[src/rtl/memory_interconnect_if.sv]
// rtl/memory_interconnect_if.sv - master-side and slave-side pipelined Wishbone bundle of the crossbar
interface memory_interconnect_if #(
    parameter int AW        = 32,
    parameter int DW        = 64,
    parameter int N_MASTERS = 2,
    parameter int N_SLAVES  = 5
);
    localparam int SW = DW / 8;

    logic [N_MASTERS-1:0]    i_m_cyc;
    logic [N_MASTERS-1:0]    i_m_stb;
    logic [N_MASTERS-1:0]    i_m_we;
    logic [N_MASTERS*AW-1:0] i_m_addr;
    logic [N_MASTERS*DW-1:0] i_m_data;
    logic [N_MASTERS*SW-1:0] i_m_sel;
    logic [N_MASTERS-1:0]    o_m_ack;
    logic [N_MASTERS-1:0]    o_m_err;
    logic [N_MASTERS-1:0]    o_m_stall;
    logic [N_MASTERS*DW-1:0] o_m_data;

    logic [N_SLAVES-1:0]     o_s_cyc;
    logic [N_SLAVES-1:0]     o_s_stb;
    logic [N_SLAVES-1:0]     o_s_we;
    logic [N_SLAVES*AW-1:0]  o_s_addr;
    logic [N_SLAVES*DW-1:0]  o_s_data;
    logic [N_SLAVES*SW-1:0]  o_s_sel;
    logic [N_SLAVES-1:0]     i_s_ack;
    logic [N_SLAVES-1:0]     i_s_err;
    logic [N_SLAVES-1:0]     i_s_stall;
    logic [N_SLAVES*DW-1:0]  i_s_data;

    // The crossbar itself sits on the slave modport; the environment drives the master one.
    modport slave (
        input  i_m_cyc, i_m_stb, i_m_we, i_m_addr, i_m_data, i_m_sel,
        output o_m_ack, o_m_err, o_m_stall, o_m_data,
        output o_s_cyc, o_s_stb, o_s_we, o_s_addr, o_s_data, o_s_sel,
        input  i_s_ack, i_s_err, i_s_stall, i_s_data
    );

    modport master (
        output i_m_cyc, i_m_stb, i_m_we, i_m_addr, i_m_data, i_m_sel,
        input  o_m_ack, o_m_err, o_m_stall, o_m_data,
        input  o_s_cyc, o_s_stb, o_s_we, o_s_addr, o_s_data, o_s_sel,
        output i_s_ack, i_s_err, i_s_stall, i_s_data
    );
endinterface

[src/rtl/memory_interconnect.sv]
// rtl/memory_interconnect.sv - pipelined Wishbone crossbar with per-slave round-robin and per-master timeout
module memory_interconnect #(
    parameter int AW        = 32,
    parameter int DW        = 64,
    parameter int N_MASTERS = 2,
    parameter int N_SLAVES  = 5,
    parameter logic [N_SLAVES*AW-1:0] SLAVE_BASE = {32'h3800_0000, 32'h3000_0000, 32'h2800_0000,
                                                    32'h2000_0000, 32'h0000_0000},
    parameter logic [N_SLAVES*AW-1:0] SLAVE_MASK = {32'hF800_0000, 32'hF800_0000, 32'hF800_0000,
                                                    32'hF800_0000, 32'hE000_0000},
    parameter int MAX_OUT   = 4,
    parameter int TIMEOUT   = 255
) (
    input  logic i_clk,
    input  logic i_reset_n,
    memory_interconnect_if.slave bus
);
    localparam int SW = DW / 8;
    localparam int MI = (N_MASTERS > 1) ? $clog2(N_MASTERS) : 1;
    localparam int SI = (N_SLAVES > 1) ? $clog2(N_SLAVES) : 1;
    localparam int CW = $clog2(MAX_OUT + 1);
    localparam int TW = $clog2(TIMEOUT + 1);

    logic [N_SLAVES-1:0]  own_vld, own_vld_n;
    logic [MI-1:0]        own_idx   [N_SLAVES];
    logic [MI-1:0]        own_idx_n [N_SLAVES];
    logic [MI-1:0]        rr_ptr    [N_SLAVES];
    logic [MI-1:0]        rr_ptr_n  [N_SLAVES];

    logic [CW-1:0]        outst     [N_MASTERS];
    logic [CW-1:0]        outst_n   [N_MASTERS];
    logic [TW-1:0]        tmr       [N_MASTERS];
    logic [TW-1:0]        tmr_n     [N_MASTERS];
    logic [N_MASTERS-1:0] ue_pend, ue_pend_n;
    logic [N_MASTERS-1:0] aborted, aborted_n;

    logic [N_MASTERS-1:0] mapped, gnt_vld, full, to_hit, accept, req, release_m;
    logic [SI-1:0]        tgt       [N_MASTERS];
    logic [SI-1:0]        gnt_slv   [N_MASTERS];

    // Address decode: iterate downwards so the lowest matching slave wins.
    always_comb begin
        for (int m = 0; m < N_MASTERS; m++) begin
            mapped[m] = 1'b0;
            tgt[m]    = '0;
            for (int s = N_SLAVES - 1; s >= 0; s--) begin
                if ((bus.i_m_addr[m*AW +: AW] & SLAVE_MASK[s*AW +: AW]) == SLAVE_BASE[s*AW +: AW]) begin
                    mapped[m] = 1'b1;
                    tgt[m]    = SI'(s);
                end
            end
        end
    end

    // Reverse view of the owner table: which slave (if any) each master holds.
    always_comb begin
        for (int m = 0; m < N_MASTERS; m++) begin
            gnt_vld[m] = 1'b0;
            gnt_slv[m] = '0;
            for (int s = 0; s < N_SLAVES; s++) begin
                if (own_vld[s] && own_idx[s] == MI'(m)) begin
                    gnt_vld[m] = 1'b1;
                    gnt_slv[m] = SI'(s);
                end
            end
        end
    end

    // Per-master stall, response routing, outstanding tracking and timeout.
    always_comb begin
        logic cyc, stb, live, s_ack, s_err, ue_err, rsp, retarget;
        bus.o_m_ack   = '0;
        bus.o_m_err   = '0;
        bus.o_m_stall = '0;
        bus.o_m_data  = '0;
        ue_pend_n     = '0;
        aborted_n     = '0;
        full          = '0;
        to_hit        = '0;
        accept        = '0;
        req           = '0;
        release_m     = '0;
        for (int m = 0; m < N_MASTERS; m++) begin
            cyc    = bus.i_m_cyc[m];
            stb    = cyc & bus.i_m_stb[m];
            live   = gnt_vld[m] & cyc & ~aborted[m];
            s_ack  = live & bus.i_s_ack[gnt_slv[m]];
            s_err  = live & bus.i_s_err[gnt_slv[m]];
            ue_err = ue_pend[m] & cyc;
            rsp    = s_ack | s_err | ue_err;
            full[m]   = (outst[m] == CW'(MAX_OUT));
            to_hit[m] = cyc & ~aborted[m] & (outst[m] != '0) & (tmr[m] == TW'(TIMEOUT)) & ~rsp;

            if (aborted[m] || to_hit[m])
                bus.o_m_stall[m] = 1'b1;
            else if (stb && !mapped[m])
                bus.o_m_stall[m] = gnt_vld[m] | (outst[m] != '0);
            else if (stb)
                bus.o_m_stall[m] = ~(gnt_vld[m] && gnt_slv[m] == tgt[m]) | bus.i_s_stall[tgt[m]] | full[m];
            else
                bus.o_m_stall[m] = ~gnt_vld[m] | bus.i_s_stall[gnt_slv[m]] | full[m];

            accept[m] = stb & ~bus.o_m_stall[m];
            req[m]    = stb & mapped[m] & ~gnt_vld[m] & ~aborted[m];
            // A stb aimed elsewhere gives the current slave back only once the pipeline has drained.
            retarget  = stb & gnt_vld[m] & (~mapped[m] | (tgt[m] != gnt_slv[m])) & (outst[m] == '0);
            release_m[m] = ~cyc | to_hit[m] | aborted[m] | retarget;

            if (!cyc || to_hit[m])
                outst_n[m] = '0;
            else if (accept[m] && !rsp)
                outst_n[m] = outst[m] + CW'(1);
            else if (!accept[m] && rsp && outst[m] != '0)
                outst_n[m] = outst[m] - CW'(1);
            else
                outst_n[m] = outst[m];

            if (!cyc || to_hit[m] || accept[m] || rsp || outst[m] == '0)
                tmr_n[m] = '0;
            else
                tmr_n[m] = tmr[m] + TW'(1);

            ue_pend_n[m] = accept[m] & ~mapped[m];
            aborted_n[m] = cyc & (aborted[m] | to_hit[m]);

            bus.o_m_ack[m] = s_ack;
            bus.o_m_err[m] = s_err | ue_err | to_hit[m];
            if (live)
                bus.o_m_data[m*DW +: DW] = bus.i_s_data[gnt_slv[m]*DW +: DW];
        end
    end

    // Owner table: release has priority; a freed slave is re-granted no earlier than the following edge.
    always_comb begin
        logic found;
        int   idx;
        own_vld_n = own_vld;
        for (int s = 0; s < N_SLAVES; s++) begin
            own_idx_n[s] = own_idx[s];
            rr_ptr_n[s]  = rr_ptr[s];
            found        = 1'b0;
            idx          = 0;
            if (own_vld[s]) begin
                if (release_m[own_idx[s]])
                    own_vld_n[s] = 1'b0;
            end else begin
                for (int k = 0; k < N_MASTERS; k++) begin
                    idx = (int'(rr_ptr[s]) + k) % N_MASTERS;
                    if (!found && req[idx] && tgt[idx] == SI'(s)) begin
                        found        = 1'b1;
                        own_vld_n[s] = 1'b1;
                        own_idx_n[s] = MI'(idx);
                        rr_ptr_n[s]  = (idx == N_MASTERS - 1) ? '0 : MI'(idx + 1);
                    end
                end
            end
        end
    end

    // Forward the owner's request, translated into the slave's local address space.
    always_comb begin
        int   om;
        logic on, fwd;
        bus.o_s_cyc  = '0;
        bus.o_s_stb  = '0;
        bus.o_s_we   = '0;
        bus.o_s_addr = '0;
        bus.o_s_data = '0;
        bus.o_s_sel  = '0;
        for (int s = 0; s < N_SLAVES; s++) begin
            om  = int'(own_idx[s]);
            on  = own_vld[s] & bus.i_m_cyc[om] & ~aborted[om];
            fwd = on & bus.i_m_stb[om] & mapped[om] & (tgt[om] == SI'(s));
            bus.o_s_cyc[s] = on;
            if (fwd) begin
                bus.o_s_stb[s]              = ~full[om] & ~to_hit[om];
                bus.o_s_we[s]               = bus.i_m_we[om];
                bus.o_s_addr[s*AW +: AW]    = bus.i_m_addr[om*AW +: AW] & ~SLAVE_MASK[s*AW +: AW];
                bus.o_s_data[s*DW +: DW]    = bus.i_m_data[om*DW +: DW];
                bus.o_s_sel[s*SW +: SW]     = bus.i_m_sel[om*SW +: SW];
            end
        end
    end

    always_ff @(posedge i_clk or negedge i_reset_n) begin
        if (!i_reset_n) begin
            own_vld <= '0;
            ue_pend <= '0;
            aborted <= '0;
            for (int s = 0; s < N_SLAVES; s++) begin
                own_idx[s] <= '0;
                rr_ptr[s]  <= '0;
            end
            for (int m = 0; m < N_MASTERS; m++) begin
                outst[m] <= '0;
                tmr[m]   <= '0;
            end
        end else begin
            own_vld <= own_vld_n;
            ue_pend <= ue_pend_n;
            aborted <= aborted_n;
            for (int s = 0; s < N_SLAVES; s++) begin
                own_idx[s] <= own_idx_n[s];
                rr_ptr[s]  <= rr_ptr_n[s];
            end
            for (int m = 0; m < N_MASTERS; m++) begin
                outst[m] <= outst_n[m];
                tmr[m]   <= tmr_n[m];
            end
        end
    end
endmodule
[src/flat_wrapper.sv]
// flat-port wrapper written by rule: the top's interface ports become plain ports
module memory_interconnect_flat 
#(
    parameter int AW        = 32,
    parameter int DW        = 64,
    parameter int N_MASTERS = 2,
    parameter int N_SLAVES  = 5,
    parameter logic [N_SLAVES*AW-1:0] SLAVE_BASE = {32'h3800_0000, 32'h3000_0000, 32'h2800_0000,
                                                    32'h2000_0000, 32'h0000_0000},
    parameter logic [N_SLAVES*AW-1:0] SLAVE_MASK = {32'hF800_0000, 32'hF800_0000, 32'hF800_0000,
                                                    32'hF800_0000, 32'hE000_0000},
    parameter int MAX_OUT   = 4,
    parameter int TIMEOUT   = 255
)
  (i_clk, i_reset_n, bus_i_m_cyc, bus_i_m_stb, bus_i_m_we, bus_i_m_addr, bus_i_m_data, bus_i_m_sel, bus_o_m_ack, bus_o_m_err, bus_o_m_stall, bus_o_m_data, bus_o_s_cyc, bus_o_s_stb, bus_o_s_we, bus_o_s_addr, bus_o_s_data, bus_o_s_sel, bus_i_s_ack, bus_i_s_err, bus_i_s_stall, bus_i_s_data);
  memory_interconnect_if #(.AW(AW), .DW(DW), .N_MASTERS(N_MASTERS), .N_SLAVES(N_SLAVES)) bus_i ();
  input  logic i_clk;
  input  logic i_reset_n;
  input wire logic [$bits(bus_i.i_m_cyc)-1:0] bus_i_m_cyc;
  input wire logic [$bits(bus_i.i_m_stb)-1:0] bus_i_m_stb;
  input wire logic [$bits(bus_i.i_m_we)-1:0] bus_i_m_we;
  input wire logic [$bits(bus_i.i_m_addr)-1:0] bus_i_m_addr;
  input wire logic [$bits(bus_i.i_m_data)-1:0] bus_i_m_data;
  input wire logic [$bits(bus_i.i_m_sel)-1:0] bus_i_m_sel;
  output wire logic [$bits(bus_i.o_m_ack)-1:0] bus_o_m_ack;
  output wire logic [$bits(bus_i.o_m_err)-1:0] bus_o_m_err;
  output wire logic [$bits(bus_i.o_m_stall)-1:0] bus_o_m_stall;
  output wire logic [$bits(bus_i.o_m_data)-1:0] bus_o_m_data;
  output wire logic [$bits(bus_i.o_s_cyc)-1:0] bus_o_s_cyc;
  output wire logic [$bits(bus_i.o_s_stb)-1:0] bus_o_s_stb;
  output wire logic [$bits(bus_i.o_s_we)-1:0] bus_o_s_we;
  output wire logic [$bits(bus_i.o_s_addr)-1:0] bus_o_s_addr;
  output wire logic [$bits(bus_i.o_s_data)-1:0] bus_o_s_data;
  output wire logic [$bits(bus_i.o_s_sel)-1:0] bus_o_s_sel;
  input wire logic [$bits(bus_i.i_s_ack)-1:0] bus_i_s_ack;
  input wire logic [$bits(bus_i.i_s_err)-1:0] bus_i_s_err;
  input wire logic [$bits(bus_i.i_s_stall)-1:0] bus_i_s_stall;
  input wire logic [$bits(bus_i.i_s_data)-1:0] bus_i_s_data;
  assign bus_i.i_m_cyc = bus_i_m_cyc;
  assign bus_i.i_m_stb = bus_i_m_stb;
  assign bus_i.i_m_we = bus_i_m_we;
  assign bus_i.i_m_addr = bus_i_m_addr;
  assign bus_i.i_m_data = bus_i_m_data;
  assign bus_i.i_m_sel = bus_i_m_sel;
  assign bus_o_m_ack = bus_i.o_m_ack;
  assign bus_o_m_err = bus_i.o_m_err;
  assign bus_o_m_stall = bus_i.o_m_stall;
  assign bus_o_m_data = bus_i.o_m_data;
  assign bus_o_s_cyc = bus_i.o_s_cyc;
  assign bus_o_s_stb = bus_i.o_s_stb;
  assign bus_o_s_we = bus_i.o_s_we;
  assign bus_o_s_addr = bus_i.o_s_addr;
  assign bus_o_s_data = bus_i.o_s_data;
  assign bus_o_s_sel = bus_i.o_s_sel;
  assign bus_i.i_s_ack = bus_i_s_ack;
  assign bus_i.i_s_err = bus_i_s_err;
  assign bus_i.i_s_stall = bus_i_s_stall;
  assign bus_i.i_s_data = bus_i_s_data;
  memory_interconnect #(.AW(AW), .DW(DW), .N_MASTERS(N_MASTERS), .N_SLAVES(N_SLAVES), .SLAVE_BASE(SLAVE_BASE), .SLAVE_MASK(SLAVE_MASK), .MAX_OUT(MAX_OUT), .TIMEOUT(TIMEOUT)) u_core (.i_clk(i_clk), .i_reset_n(i_reset_n), .bus(bus_i));
endmodule
[config.mk]
export PLATFORM = sky130hd
export DESIGN_NAME = memory_interconnect_flat
export DESIGN_NICKNAME = d
export VERILOG_FILES = /design/src/rtl/memory_interconnect_if.sv /design/src/rtl/memory_interconnect.sv /design/src/flat_wrapper.sv
export SDC_FILE = /design/constraint.sdc
export NUM_CORES = 1
export LEC_CHECK = 0
export CAP_MARGIN = 40
export CORE_AREA = 2 2 474 476
export CTS_CLUSTER_SIZE = 14
export DETAILED_ROUTE_END_ITERATION = 6
export DIE_AREA = 0 0 476 478
export GPL_ROUTABILITY_DRIVEN = 0
export HOLD_SLACK_MARGIN = 0.15
export SLEW_MARGIN = 20
export SYNTH_ARGS = -nofsm -noshare
export SYNTH_HDL_FRONTEND = slang
export SYNTH_SLANG_ARGS = --single-unit
[constraint.sdc]
create_clock -name i_clk -period 3.5 [get_ports i_clk]
set_input_delay 0.7 -clock i_clk [delete_from_list [all_inputs] [get_ports i_clk]]
set_output_delay 0.7 -clock i_clk [all_outputs]
set_load 0.02 [all_outputs]
# Word-level counts from Yosys, hierarchy flattened
# Index checks and enable logic that the tools add are counted.
# op_classes
n_shift	17
eq_ne	33
reduce_logical	79
n_mux	300
n_addsub	16
order_cmp	39
bitwise	155
# op_table
operator	n
indexed part select 128 x 8 -> 64 bit	5
indexed part select 320 x 10 -> 64 bit	2
greater-or-equal comparator 32 x 2 -> 1 bit, second input constant	15
two-way mux 64 bit	7
NOT 1 -> 32 bit	10
indexed part select 64 x 7 -> 27 bit	4
two-way mux 1 bit	206
two-way mux 3 bit	65
NOT 32 bit	5
two-way mux 27 bit	4
indexed part select 16 x 5 -> 8 bit	5
bitwise AND 1 bit	68
logical NOT 32 bit	2
indexed part select 64 x 7 -> 29 bit	1
two-way mux 8 bit	7
== test 5 x 3 -> 1 bit, second input constant	8
NOT 1 bit	39
logical AND 1 bit	35
less-than comparator 1 x 2 -> 1 bit, second input constant	15
two-way mux 29 bit	1
OR 1 bit	28
binary-select mux 1 bit (select 3 bit)	8
== test 3 x 2 -> 1 bit, second input constant	6
adder 8 x 1 -> 8 bit, second input constant	2
19 further kinds	91
# totals
input_bits	551
elab_cells	656
register_bits	41
output_inout_bits	669

# Longest topological paths before layout
# logic_depth
ltp_word	24
mapped_depth	14
ltp_nobuf	12

# Worst setup path after synthesis
# Ideal clock, no wire load.
# synth_path
path_type	input -> output
from	in bus_i_m_cyc[0]
to	out bus_o_s_stb[0]
path_buffers	1
arrival_time_ns	2.552
path_stages	8
t_required_ns	2.800
setup_slack_ns	0.248
path_cell_list	clkbuf_1 nand2_1 nor4_1 a32o_1 nor2b_1 a21oi_1 mux2i_1 nor2_1
# synth_between
elab_chain_cells	12
elab_cells_between_ends	24
cone_classes	mux: 5; bitwise: 19
# synth_rtl
element	line_no	text
from (decl)	flat_wrapper.sv:19	input wire logic [$bits(bus_i.i_m_cyc)-1:0] bus_i_m_cyc;
bitwise AND 1 bit (2 in a row)	memory_interconnect.sv:86	live = gnt_vld[m] & cyc & ~aborted[m];
bitwise AND 1 bit	memory_interconnect.sv:87	s_ack = live & bus.i_s_ack[gnt_slv[m]];
named net bus_o_m_ack[0]	flat_wrapper.sv:25	output wire logic [$bits(bus_i.o_m_ack)-1:0] bus_o_m_ack;
OR 1 bit (2 in a row)	memory_interconnect.sv:90	rsp = s_ack | s_err | ue_err;
NOT 1 bit	memory_interconnect.sv:92	to_hit[m] = cyc & ~aborted[m] & (outst[m] != '0) & (tmr[m] == TW'(TIMEOUT)) & ~rsp;
bitwise AND 1 bit	memory_interconnect.sv:92	
two-way mux 1 bit (implied by the code) (2 in a row)	memory_interconnect.sv:176	bus.o_s_stb[s] = ~full[om] & ~to_hit[om];
NOT 1 bit	memory_interconnect.sv:176	
bitwise AND 1 bit	memory_interconnect.sv:176	
two-way mux 1 bit	memory_interconnect.sv:175	if (fwd) begin
to (decl)	flat_wrapper.sv:30	output wire logic [$bits(bus_i.o_s_stb)-1:0] bus_o_s_stb;
# The timed path passes the listed nets, and every way through them passes these cells. The select of a mux whose other input is x is not followed.

# Final worst setup path
# layout_path
from	in bus_i_m_stb[0]
to	out bus_o_s_data[255]
# layout_between
elab_chain_cells	6
# layout_rtl
element	line_no	text
from (decl)	flat_wrapper.sv:20	input wire logic [$bits(bus_i.i_m_stb)-1:0] bus_i_m_stb;
two-way mux 1 bit (implied by the code) (2 in a row)	memory_interconnect.sv:173	fwd = on & bus.i_m_stb[om] & mapped[om] & (tgt[om] == SI'(s));
bitwise AND 1 bit (3 in a row)	memory_interconnect.sv:173	
two-way mux 64 bit	memory_interconnect.sv:175	
to (decl)	flat_wrapper.sv:33	output wire logic [$bits(bus_i.o_s_data)-1:0] bus_o_s_data;
# No other way between the ends. The select of a mux whose other input is x is not followed.

==> qor.txt <==
Io pins: 1,220
Placeable core region: 223,200 um^2
Tot GR Track Use: 0.1540
Antenna violations before repair: 65
Startpoint Class: input port
Final hold viol count: 0
Critical Path RT: 2.80 ns
Final non-filler cell total: 7,213
Leading register cell type out of synthesis: dfrtp_1
Pwr/cell area: 159.8 nW/um^2
Num CTS Buffers: 5
TritonCTS sink count: 41
Post-synth design cell area: 16,670 um^2
Per-cell routed wire length: 25.98 um
Vias: 27.66k
Syn Area/Cell: 5.849 um^2
Starting DRC count in detailed routing: 2,401
Setup TNS: -0.2423 ns
Routed Antenna Nets: 0
DIE AREA: 227,500 um^2
Residual DRC: 0
Vias/cell: 3.834
Fraction of layout cells with a size suffix above 1: 0.2470
Root Driver: clkbuf_16
Synth cell count leaders: nand2_1 (677), nor2_1 (552), mux2i_1 (516), nand3_1 (335), clkbuf_1 (195)
Crit-path max FO: 56
Worst Hold Class: input port to async pin
CTS tree: built
Largest family of logic cells by synthesized area: simple AND/OR/NAND/NOR gates
Critical Setup Path Class: input port to output port
Tcrit/Tclk final: 1.024
Complex-gate fraction of the synthesized area: 0.09907
Least-Margin Pin Slew: 0.8114 ns
Layout net count: 4,751
MaxCap Viol Count: 0
H-tree depth: 2
CP arrival: 2.88 ns
Global route overflow: 0
Synth Area in XOR/XNOR: 0.006830
Adder-cell share of the synthesized area: 0.01141
Worst-path clk slew: 0.07 ns
FP Rows: 174
Area grow syn2layout: 120.6%
Worst vdd ir: 0.4206 mV
First-pass iteration count of the detailed router: 7
Yosys top cell by area: mux2i_1
Starting Density: 0.07471
Clk_skew: 0.009754 ns
Async S/R FF share, synth: 1.000
Status: complete, but fails checks
Global-route wire length before repair: 239,400 um
Critical Path Sink Type: output port
Die Span X: 476 um
Fin area: 36,780 um^2
Detailed Place HPWL: 152,500 um
Final WL: 187,400 um
Slew margin rel.: 0.4591
Leak Pwr: 0.01535 uW
Hold_buf cts: 0
Die height: 478 um
RSZ-0062 raised after global routing: true
Dominant cells by area after synthesis: mux2i_1 (31%), nand2_1 (15%), nor2_1 (12%), nand3_1 (10%), dfrtp_1 (6.2%)
#FFs+latches synth: 41
Buffer depth of the longest clock path: 2
Later-pin clock latency in the skew report: 0.30 ns
Most frequent cell after synthesis: nand2_1
Post-synth EDFFs: 0
Failing checks: negative setup slack
Sequential-to-total area share from yosys stat: 0.06154
Fin worst setup slack: -0.08368 ns
Cells after Synth: 2,850
Yosys warnings: 0
Post-synthesis mux area share: 0.3166
Yosys top cell area share: 0.3098
Vias in the first global route: 26.32k
Max Slew Vio Count: 0
Final setup viols: 10
Power Total: 5875 uW
Min Tclk post-route: 3.584 ns
Port bufs: 1,196
Largest net degree at the start of global routing: 79
Dpl ws: -1.013 ns
Simple-gate portion of the synthesized area: 0.4293
Cell variety after synth: 84
Placed cells: 7,119
Max frequency: 0.2790 GHz
Post-Place Cell Area: 35,650 um^2
## worst max-delay path: stages
cell and delay [ns]:
dlygate4sd2_1 0.21, buf_6 0.13, nand2_2 0.06, buf_4 0.13
buf_4 0.12, buf_4 0.15, o41ai_2 0.27, buf_4 0.16
nand2_4 0.07, buf_12 0.17, nor2_1 0.32, buf_4 0.21
## cells by family after synthesis
family | Yosys count
AO/OA/AOI/OAI | 271
adder cells (fa/ha/maj) | 14
flip-flops | 41
buffers and inverters | 293
other | 1
AND/OR/NAND/NOR | 1692
XOR/XNOR | 13
multiplexers | 525
## cell type report
| class | instances | area (um^2) |
|---|---|---|
| flip-flops and latches | 41 | 1046 |
| clock buffers | 6 | 128.9 |
| inverters | 20 | 75.07 |
| diodes | 34 | 85.08 |
| clock inverters | 2 | 38.79 |
| fillers | 25660 | 186400 |
| well taps | 2992 | 3744 |
| repair buffers | 1580 | 16270 |
| multi-input cells | 2538 | 15390 |
## power by group
group,internal (uW),leakage (uW),switching (uW)
Sequential,522,0.000545,63.6
Combinational,2070,0.0147,2670
Clock,339,0.0000813,217
## placed cells by master, fill, tap and decap left out, types with 6 or more instances in the layout
cell type and count:
mux2i_1 516, a21oi_2 6, mux2_2 7, nand3_1 332
nor2_1 451, dfrtp_1 35, buf_6 27, xnor2_1 7
nand2b_1 6, nor2_4 59, clkbuf_16 6, o21ai_0 23
nor3_1 14, clkdlybuf4s15_2 93, buf_2 113, buf_16 15
inv_1 20, clkdlybuf4s15_1 33, dlygate4sd2_1 190, a311oi_1 10
a21oi_1 161, clkbuf_2 35, clkdlybuf4s50_1 532, nand2_4 8
and3_1 22, xor2_1 6, or3_1 9, nor2_2 52
dlymetal6s2s_1 6, buf_12 176, nand2_1 665, diode_2 34
conb_1 23, buf_4 352, ha_1 12
## metrics by stage
step,hold WS (ns),util
2_1_floorplan,0.4044,-
3_3_place_gp,0.4733,0.1596
3_5_place_dp,0.4797,0.1597
4_1_cts,0.3309,0.1641
5_1_grt,0.3467,0.1647
6_report,0.3242,0.1648
## worst paths after layout
check	endpoint	slack, ns	from	depth (start not counted)
setup reg to reg	u_core.outst[1]	0.20	u_core.own_idx[1]	12
min in group i_clk	u_core.tmr[8]	0.48	u_core.tmr[8]	1
setup / recovery	bus_o_s_data[255]	-0.08	bus_i_m_stb[0]	12
hold / removal	u_core.own_vld[3]	0.32	i_reset_n	1
max in group asynchronous	u_core.own_idx[2]	2.66	i_reset_n	2
hold reg to reg	u_core.tmr[8]	0.48	u_core.tmr[8]	1
## metal layers
metal | wire length, um | share of wire | vias to the layer above | GRT usage
met4 | 12030 | 0.064 | 14 | 0.08100
met2 | 94760 | 0.51 | 1723 | 0.2820
met3 | 17220 | 0.092 | 331 | 0.04077
li1 | - | - | 12350 | -
met1 | 63280 | 0.34 | 13240 | 0.1589
met5 | 102 | 0.00054 | - | 0
## flip-flops by register name, indices dropped and copies added (netlist names)
| register | cells |
|---|---|
| u_core.tmr | 16 |
| u_core.ue_pend | 2 |
| u_core.own_vld | 5 |
| u_core.aborted | 2 |
| u_core.own_idx | 5 |
| u_core.outst | 6 |
| u_core.rr_ptr | 5 |
## what timing repair did
item | CTS | global route
pin swaps | 26 | 15
resized for setup | 1244 | 200
endpoints found under the setup margin | 629 | 392
setup buffers | 38 | 4
hold endpoints to repair | 0 | 0
gates cloned | 13 | 1
Power figures use the tool's default switching activity.
